<file path="config.mk">
export PLATFORM = sky130hd
export DESIGN_NAME = alu_arbiter
export DESIGN_NICKNAME = d
export VERILOG_FILES = /design/src/rtl/alu_pkg.sv /design/src/rtl/alu_arbiter_rr_arb2.sv /design/src/rtl/alu_arbiter.sv
export SDC_FILE = /design/constraint.sdc
export NUM_CORES = 1
export LEC_CHECK = 0
export CORE_MARGIN = 1
export CORE_UTILIZATION = 30
export CTS_BUF_LIST = sky130_fd_sc_hd__clkbuf_8
export DETAILED_ROUTE_END_ITERATION = 6
export GPL_ROUTABILITY_DRIVEN = 0
export SLEW_MARGIN = 20
export SYNTH_ARGS = -nofsm -noshare
export SYNTH_HDL_FRONTEND = slang
export SYNTH_HIERARCHICAL = 1
export SYNTH_SLANG_ARGS = --single-unit
</file>
<file path="constraint.sdc">
create_clock -name clk_i -period 2.25 [get_ports clk_i]
set_input_delay 0.225 -clock clk_i [delete_from_list [all_inputs] [get_ports clk_i]]
set_output_delay 0.225 -clock clk_i [all_outputs]
set_load 0.03 [all_outputs]
</file>
<file path="src/rtl/alu_pkg.sv">
// alu_pkg: opcode constants, sequencer states and opcode helpers shared by the ALU arbiter
// Contents: OP_* opcode encodings, st_e sequencer state enum, is_cmp_op() compare-op test.
package alu_pkg;
   localparam logic [2:0] OP_AND = 3'b000;
   localparam logic [2:0] OP_ADD = 3'b001;
   localparam logic [2:0] OP_SLL = 3'b010;
   localparam logic [2:0] OP_SRL = 3'b011;
   localparam logic [2:0] OP_SUB = 3'b100;
   localparam logic [2:0] OP_SLT = 3'b101;
   localparam logic [2:0] OP_ABS = 3'b110;
   localparam logic [2:0] OP_SEQ = 3'b111;
   typedef enum logic [1:0] {IDLE, EXEC, RESP} st_e;
   function automatic logic is_cmp_op(input logic [2:0] op);
      return (op == OP_SLT) || (op == OP_SEQ);
   endfunction
endpackage

</file>
<file path="src/rtl/alu_arbiter_rr_arb2.sv">
// rr_arb2: combinational 2-way round-robin grant, reusable for any shared resource
// Ports: i_valid (per-requester valid), i_last (requester granted last), o_gnt (one-hot or zero grant).
module rr_arb2 (
   input  logic [1:0] i_valid,
   input  logic       i_last,
   output logic [1:0] o_gnt
);
   // On a tie the requester that did not win last time is granted.
   assign o_gnt[0] = i_valid[0] & (~i_valid[1] | i_last);
   assign o_gnt[1] = i_valid[1] & (~i_valid[0] | ~i_last);
endmodule

</file>
<file path="src/rtl/alu_arbiter.sv">
// alu_arbiter: shares one ALU between two requesters with round-robin grant and an IDLE/EXEC/RESP sequencer
// Ports: clk_i/rst_n_i (async active-low reset); req_valid_i/req_ready_o plus req0_*/req1_* request fields;
//        alu_opcode_o/alu_rs_o/alu_rt_o drive the ALU, alu_result_i/alu_zero_i come back from it;
//        resp_valid_o/resp_ready_i/resp_id_o/resp_result_o/resp_cb_o form the tagged response.
// Optional: define ALU_ARB_PERF_EN to add grant_cnt0_o/grant_cnt1_o saturating grant counters and perf_clr_i.
module alu_arbiter
   import alu_pkg::*;
#(
   parameter int DATA_W = 8,
`ifdef ALU_ARB_PERF_EN
   parameter int PERF_W = 16,
`endif
   parameter int OP_W   = 3
) (
   input  logic              clk_i,
   input  logic              rst_n_i,
   input  logic [1:0]        req_valid_i,
   output logic [1:0]        req_ready_o,
   input  logic [OP_W-1:0]   req0_opcode_i,
   input  logic [DATA_W-1:0] req0_rs_i,
   input  logic [DATA_W-1:0] req0_rt_i,
   input  logic [OP_W-1:0]   req1_opcode_i,
   input  logic [DATA_W-1:0] req1_rs_i,
   input  logic [DATA_W-1:0] req1_rt_i,
   output logic [OP_W-1:0]   alu_opcode_o,
   output logic [DATA_W-1:0] alu_rs_o,
   output logic [DATA_W-1:0] alu_rt_o,
   input  logic [DATA_W-1:0] alu_result_i,
   input  logic              alu_zero_i,
   output logic              resp_valid_o,
   input  logic              resp_ready_i,
   output logic              resp_id_o,
   output logic [DATA_W-1:0] resp_result_o,
`ifdef ALU_ARB_PERF_EN
   input  logic              perf_clr_i,
   output logic [PERF_W-1:0] grant_cnt0_o,
   output logic [PERF_W-1:0] grant_cnt1_o,
`endif
   output logic              resp_cb_o
);
   st_e               r_state;
   logic              r_last;
   logic [OP_W-1:0]   r_op;
   logic [DATA_W-1:0] r_rs;
   logic [DATA_W-1:0] r_rt;
   logic              r_valid;
   logic              r_id;
   logic [DATA_W-1:0] r_result;
   logic              r_cb;
   logic [1:0]        w_gnt;
   logic              w_cmp;
   rr_arb2 u_arb (
      .i_valid (req_valid_i),
      .i_last  (r_last),
      .o_gnt   (w_gnt)
   );
   assign req_ready_o   = (r_state == IDLE) ? w_gnt : 2'b00;
   assign w_cmp         = is_cmp_op(r_op);
   assign alu_opcode_o  = r_op;
   assign alu_rs_o      = r_rs;
   assign alu_rt_o      = r_rt;
   assign resp_valid_o  = r_valid;
   assign resp_id_o     = r_id;
   assign resp_result_o = r_result;
   assign resp_cb_o     = r_cb;
   always_ff @(posedge clk_i or negedge rst_n_i) begin
      if (!rst_n_i) begin
         r_state  <= IDLE;
         r_last   <= 1'b1;
         r_op     <= '0;
         r_rs     <= '0;
         r_rt     <= '0;
         r_valid  <= 1'b0;
         r_id     <= 1'b0;
         r_result <= '0;
         r_cb     <= 1'b0;
      end else begin
         case (r_state)
            IDLE: if (|w_gnt) begin
               r_op    <= w_gnt[1] ? req1_opcode_i : req0_opcode_i;
               r_rs    <= w_gnt[1] ? req1_rs_i : req0_rs_i;
               r_rt    <= w_gnt[1] ? req1_rt_i : req0_rt_i;
               r_id    <= w_gnt[1];
               r_last  <= w_gnt[1];
               r_state <= EXEC;
            end
            EXEC: begin
               // Compare ops report through the CB register and return a zero result.
               r_result <= w_cmp ? '0 : alu_result_i;
               r_cb     <= w_cmp ? alu_zero_i : r_cb;
               r_valid  <= 1'b1;
               r_state  <= RESP;
            end
            RESP: if (resp_ready_i) begin
               r_valid <= 1'b0;
               r_state <= IDLE;
            end
            default: r_state <= IDLE;
         endcase
      end
   end
`ifdef ALU_ARB_PERF_EN
   logic [PERF_W-1:0] r_cnt0;
   logic [PERF_W-1:0] r_cnt1;
   assign grant_cnt0_o = r_cnt0;
   assign grant_cnt1_o = r_cnt1;
   always_ff @(posedge clk_i or negedge rst_n_i) begin
      if (!rst_n_i) begin
         r_cnt0 <= '0;
         r_cnt1 <= '0;
      end else if (perf_clr_i) begin
         r_cnt0 <= '0;
         r_cnt1 <= '0;
      end else begin
         r_cnt0 <= (req_ready_o[0] && !(&r_cnt0)) ? r_cnt0 + 1'b1 : r_cnt0;
         r_cnt1 <= (req_ready_o[1] && !(&r_cnt1)) ? r_cnt1 + 1'b1 : r_cnt1;
      end
   end
`endif
endmodule
</file>
* Word level (Yosys, flattened, before mapping)
Index checks and enable logic that the tools add are counted.
** Word-level totals
- Logic and storage cells :: 40
- Register bits after elaboration :: 33
- Output and inout bits :: 32
- Input bits :: 52
** Cells by class
- Reduce and logical (&&, ||, !) cells :: 8
- Eq/ne operators :: 6
- Multiplexer cells :: 10
- Bitwise gates (word level) :: 7
** Operator list (count)
- $mux W8 :: 3
- $reduce_and A2 Y1 :: 4
- $eq A3 B3 Y1 const B :: 2
- $mux W2 :: 3
- $pmux W2 S3 :: 1
- $mux W3 :: 1
- $not A1 Y1 :: 3
- $and A1 B1 Y1 :: 2
- $eq A2 B1 Y1 const B :: 1
- $eq A2 B2 Y1 const B :: 1
- $logic_not A2 Y1 :: 1
- $ne A2 B1 Y1 const B :: 1
- $ne A2 B2 Y1 const B :: 1
- $or A1 B1 Y1 :: 2
- $pmux W1 S2 :: 1
- $reduce_bool A2 Y1 :: 1
- $reduce_or A2 Y1 :: 1
- $logic_or A1 B1 Y1 :: 1
- $mux W1 :: 1

* Longest topological paths before layout
- Depth after elaboration :: 6
- Mapped depth :: 5
- Mapped depth without buffers :: 4

* Cells and area by module
Netlist, hierarchy kept.
** Modules (own cells, without submodules)
- alu_arbiter :: times used 1, cells each 102, area each 1539.0 µm², sequential area each 827.0 µm²
- rr_arb2 :: times used 1, cells each 3, area each 18.8 µm², sequential area each 0.0 µm²

* Least setup slack after synthesis
Ideal clock, no wire load.
- Kind :: reg-to-reg
- Start point :: register r_last
- End point :: register r_rs[0], in the netlist alu_rs_o[0]
- Buffers on the path :: 1
- Cell stages (with the launch flop) :: 5
- Library setup time :: 0.125 ns
- Data required time :: 2.125 ns
- Period minus slack after synthesis :: 1.532 ns
- Arrival :: 1.407 ns
- Setup slack :: 0.718 ns
- Cell sequence :: dfstp_2 -> a21boi_0 -> buf_2 -> mux2_2 -> mux2_4
** Between the ends
- Cells in the longest elaborated chain, start to end :: 5
- Elaborated cells between the ends (all ways) :: 8
- Classes of those cells :: mux (1); bitwise (5); reduce/logical (2)
** Ends and longest elaborated chain
- from (decl) :: line alu_arbiter.sv:42 : logic r_last;
- from (signal assigned) :: line alu_arbiter.sv:84 : r_last <= w_gnt[1];
- $not A1 Y1 * :: line alu_arbiter_rr_arb2.sv:10 : assign o_gnt[1] = i_valid[1] & (~i_valid[0] | ~i_last);
- $or A1 B1 Y1 * :: line alu_arbiter_rr_arb2.sv:10
- $and A1 B1 Y1 * :: line alu_arbiter_rr_arb2.sv:10
- via w_gnt[1] :: line alu_arbiter.sv:50 : logic [1:0] w_gnt;
- $reduce_or A2 Y1 :: line alu_arbiter.sv:79 : IDLE: if (|w_gnt) begin
- $reduce_and A2 Y1 (no source line)
- to (signal assigned) :: line alu_arbiter.sv:81 : r_rs <= w_gnt[1] ? req1_rs_i : req0_rs_i;
- to (decl) :: line alu_arbiter.sv:44 : logic [DATA_W-1:0] r_rs;
Mark *: on every way through the listed nets, which the timed path passes. The rest lies on a longest branch.
A chain may end at the register's enable or synchronous reset.

* Worst setup path after layout
- Start point :: register r_last
- End point :: output req_ready_o[0]
** Between the ends
- Cells in the longest elaborated chain, start to end :: 3
** Ends and longest elaborated chain
- $or A1 B1 Y1 :: line alu_arbiter_rr_arb2.sv:9 : assign o_gnt[0] = i_valid[0] & (~i_valid[1] | i_last);
- $and A1 B1 Y1 :: line alu_arbiter_rr_arb2.sv:9
- via w_gnt[0] :: line alu_arbiter.sv:50
- $mux W2 :: line alu_arbiter.sv:57 : assign req_ready_o = (r_state == IDLE) ? w_gnt : 2'b00;
- to (decl) :: line alu_arbiter.sv:18 : output logic [1:0] req_ready_o,
The timed path passes the listed nets, and every way through them passes these cells.

==> reports/metrics.csv <==
stage,metric,value,unit
setup_path,cp_max_fo,3,
run_status,status,completed,
clocking,post_cts_resized,0,
clocking,cts_setup_buffers,0,
logic_synthesis,yosysMostFrequentCell,dfrtp_1,
layout,multi_input_area,683,sq um
logic_synthesis,synth.distinct_cells,20,
hold_path,hold_path_class,in2async,
setup_path,path_class,reg2out,
logic_synthesis,synth.largest_area_cell,dfrtp_1,
setup_path,cp.required,2.03,ns
clocking,h-tree-depth,2,
placed_design,dp_hpwl,2670,um
setup_path,start_kind,flop,
layout,num_antenna_cells,0,
logic_synthesis,postSynthCellCount,105,
setup_path,worst-endpoint-arrival,1.93,ns
routing,initialDrtViolationCount,34,
routing,route.detailed.drc,0,
sta,worst_pin_slew,0.417,ns
logic_synthesis,synthMuxAreaShare,32.8,%
power_and_ir_drop,p_seq_share,30.1,%
power_and_ir_drop,swShare,39.3,%
sta,max_slew_margin,72.2,%
layout,nets,247,
logic_synthesis,yosys.area.top_type_share,51.4,%
floorplan,rows,25,
logic_synthesis,ys_warn_count,6,
global_routing,grt_use_total,14.0,%
sta,rsz0062_at_grt,false,
global_routing,grt_first_pass_wirelength,5640,um
logic_synthesis,avgSynthCellArea,14.8,sq um
global_routing,grt_pass1_vias,1245,
sta,fin_tns_setup,0,ns
routing,via_per_inst,4.53,
logic_synthesis,synth_compound_area_share,8.43,%
layout,drive_gt1_share,28.6,%
placed_design,numPortBuffers,83,
power_and_ir_drop,pwr-share-clk,11.9,%
global_routing,grt_max_degree,34,
logic_synthesis,ys.flop_type,dfrtp_1,
sta,max_freq,464,MHz
logic_synthesis,synth_xor_area_share,0,%
clocking,numCtsBuffers,5,
placed_design,place_ws,0.218,ns
routing,ant_nets,0,
layout,fin_util,52.7,%
clocking,clockBufferDepth,2,
logic_synthesis,synth.net_count,157,
logic_synthesis,async_reset_ff_share,100,%
power_and_ir_drop,intPower,0.00220,W
routing,post_drt_wl_per_cell,13.4,um
layout,ff_latch_area,827,sq um
run,maxCapViolCount,0,
logic_synthesis,synth-simple-area-share,2.41,%
clocking,cts-root-buf,clkbuf_8,
logic_synthesis,synthTopCellsByCount,"dfrtp_1 (32), mux2_2 (20), mux2_4 (19)",
routing,vias,1191,
power_and_ir_drop,switchingPower,0.00142,W
layout,fillers,427,
power_and_ir_drop,irDropWorstVdd,0.648,mV
global_routing,antenna_found_initial,0,
power_and_ir_drop,power.share.combinational,58.0,%
logic_synthesis,ys_ff_latch,33,
placed_design,dp.cells,255,
clocking,hold_buffers,0,
power_and_ir_drop,p_leak,1.10,nW
routing,drt_wl_total,3520,um
logic_synthesis,synth-seq-area-share,53.1,%
sta,setup_viol,0,
global_routing,grt_overflow,0,
floorplan,dieWidth,74.1,um
setup_path,endpoint_kind,primary output,
floorplan,fp.dieArea,5480,sq um
logic_synthesis,netlist_area,1560,sq um
floorplan,die_h,74.1,um
sta,hold_violations,0,
logic_synthesis,synth_top_family_by_area,multiplexers,
clocking,clkLatencyLatePin,0.28,ns
logic_synthesis,synthTopCellsByArea,"dfrtp_1 (51%), mux2_4 (18%), mux2_2 (14%)",
sta,min_period,2.15,ns
layout,synthToLayoutAreaGrowth,64.2,%
logic_synthesis,synth_fa_ha_area_share,0,%
sta,period_share,95.7,%
sta,maxSlewViolCount,0,
clocking,path_clk_slew,0.07,ns
floorplan,io_pins,84,
layout,stdcell_count,263,
floorplan,start_util,32.1,%
sta,finClkSkew,0.0104,ns
clocking,cts_tree,built,
clocking,cts_num_sinks,33,
logic_synthesis,synth-edff-count,0,
routing,first_pass_iters,4,
sta,worst_slack,0.0962,ns
floorplan,core_area,4850,sq um
power_and_ir_drop,power.density,1420,nW/um^2
## area by class of cell
cell class                      count  area share [%]
Sequential cell                    33            32.3
Tap cell                           67            3.28
Clock buffer                        5            2.69
Timing Repair Buffer               88            33.9
Multi-Input combinational cell     64            26.7
Clock inverter                      3           0.685
Inverter                            3           0.440
## worst paths after layout
path,end,start,cells after the start,slack (ns)
worst max-delay path,req_ready_o[0],r_last,5,0.1
worst min-delay path,resp_result_o[4],rst_n_i,2,0.36
worst max register to register,alu_rt_o[6],r_last,5,0.59
worst min register to register,resp_id_o,resp_id_o,1,0.49
max in group asynchronous,r_last,rst_n_i,2,1.56
min in group clk_i,resp_id_o,resp_id_o,1,0.49
## state kept, by name (all words and copies together), names as in the netlist
signal	flops
alu_opcode_o	3
r_last	1
alu_rs_o	8
alu_rt_o	8
resp_valid_o	1
resp_cb_o	1
resp_result_o	8
r_state	2
resp_id_o	1
## logic make-up (layout without fill, tap and decap cells)
group | Yosys count | count (layout)
AO/OA/AOI/OAI | 17 | 17
buffers and inverters | 8 | 99
flip-flops | 33 | 33
multiplexers | 39 | 39
AND/OR/NAND/NOR | 8 | 8
## layer usage
metal | GRT usage, % | share of wire, %
met1 | 16.1 | 40
met4 | 5.13 | 1.5
met5 | 0 | 0
met3 | 6.10 | 10
met2 | 23.0 | 48
## critical path, stage by stage (launching register included)
cell and delay, ns:
dfstp_2 0.56, inv_1 0.04, a21boi_1 0.21, nand2_1 0.12, inv_1 0.07, clkdlybuf4s50_1 0.66
## stage by stage
step                      hold slack [ns]  total power [W]  cell area, sq um
after detailed placement            0.472          0.00321              2470
after global routing                0.385          0.00383              2560
final                               0.355          0.00362              2560
after CTS                           0.378          0.00366              2560
after global placement              0.464          0.00318              2470
after floorplan                   -0.0706          0.00243              1560
## layout by cell type, fill, tap and decap left out, types with 2 or more instances in the layout
| master | instances |
|---|---|
| clkdlybuf4s50_1 | 82 |
| a22o_1 | 8 |
| a21oi_1 | 2 |
| dfrtp_1 | 32 |
| a21o_1 | 2 |
| buf_4 | 6 |
| inv_1 | 3 |
| clkbuf_8 | 5 |
| nand2b_1 | 2 |
| mux2_2 | 20 |
| mux2_4 | 19 |
| nand2_1 | 3 |
| nor2_1 | 2 |
| clkinv_2 | 2 |
## power by group through the flow
| stage | sequential [W] | combinational, W | clock (W) |
|---|---|---|---|
| floorplan | 0.00160 | 0.000825 | 0 |
| global placement | 0.00109 | 0.00209 | 0 |
| detailed placement | 0.00109 | 0.00212 | 0 |
| CTS | 0.00109 | 0.00212 | 0.000448 |
| global route | 0.00113 | 0.00221 | 0.000486 |
| finish | 0.00109 | 0.00210 | 0.000432 |
(Power assumes the default switching activity.)
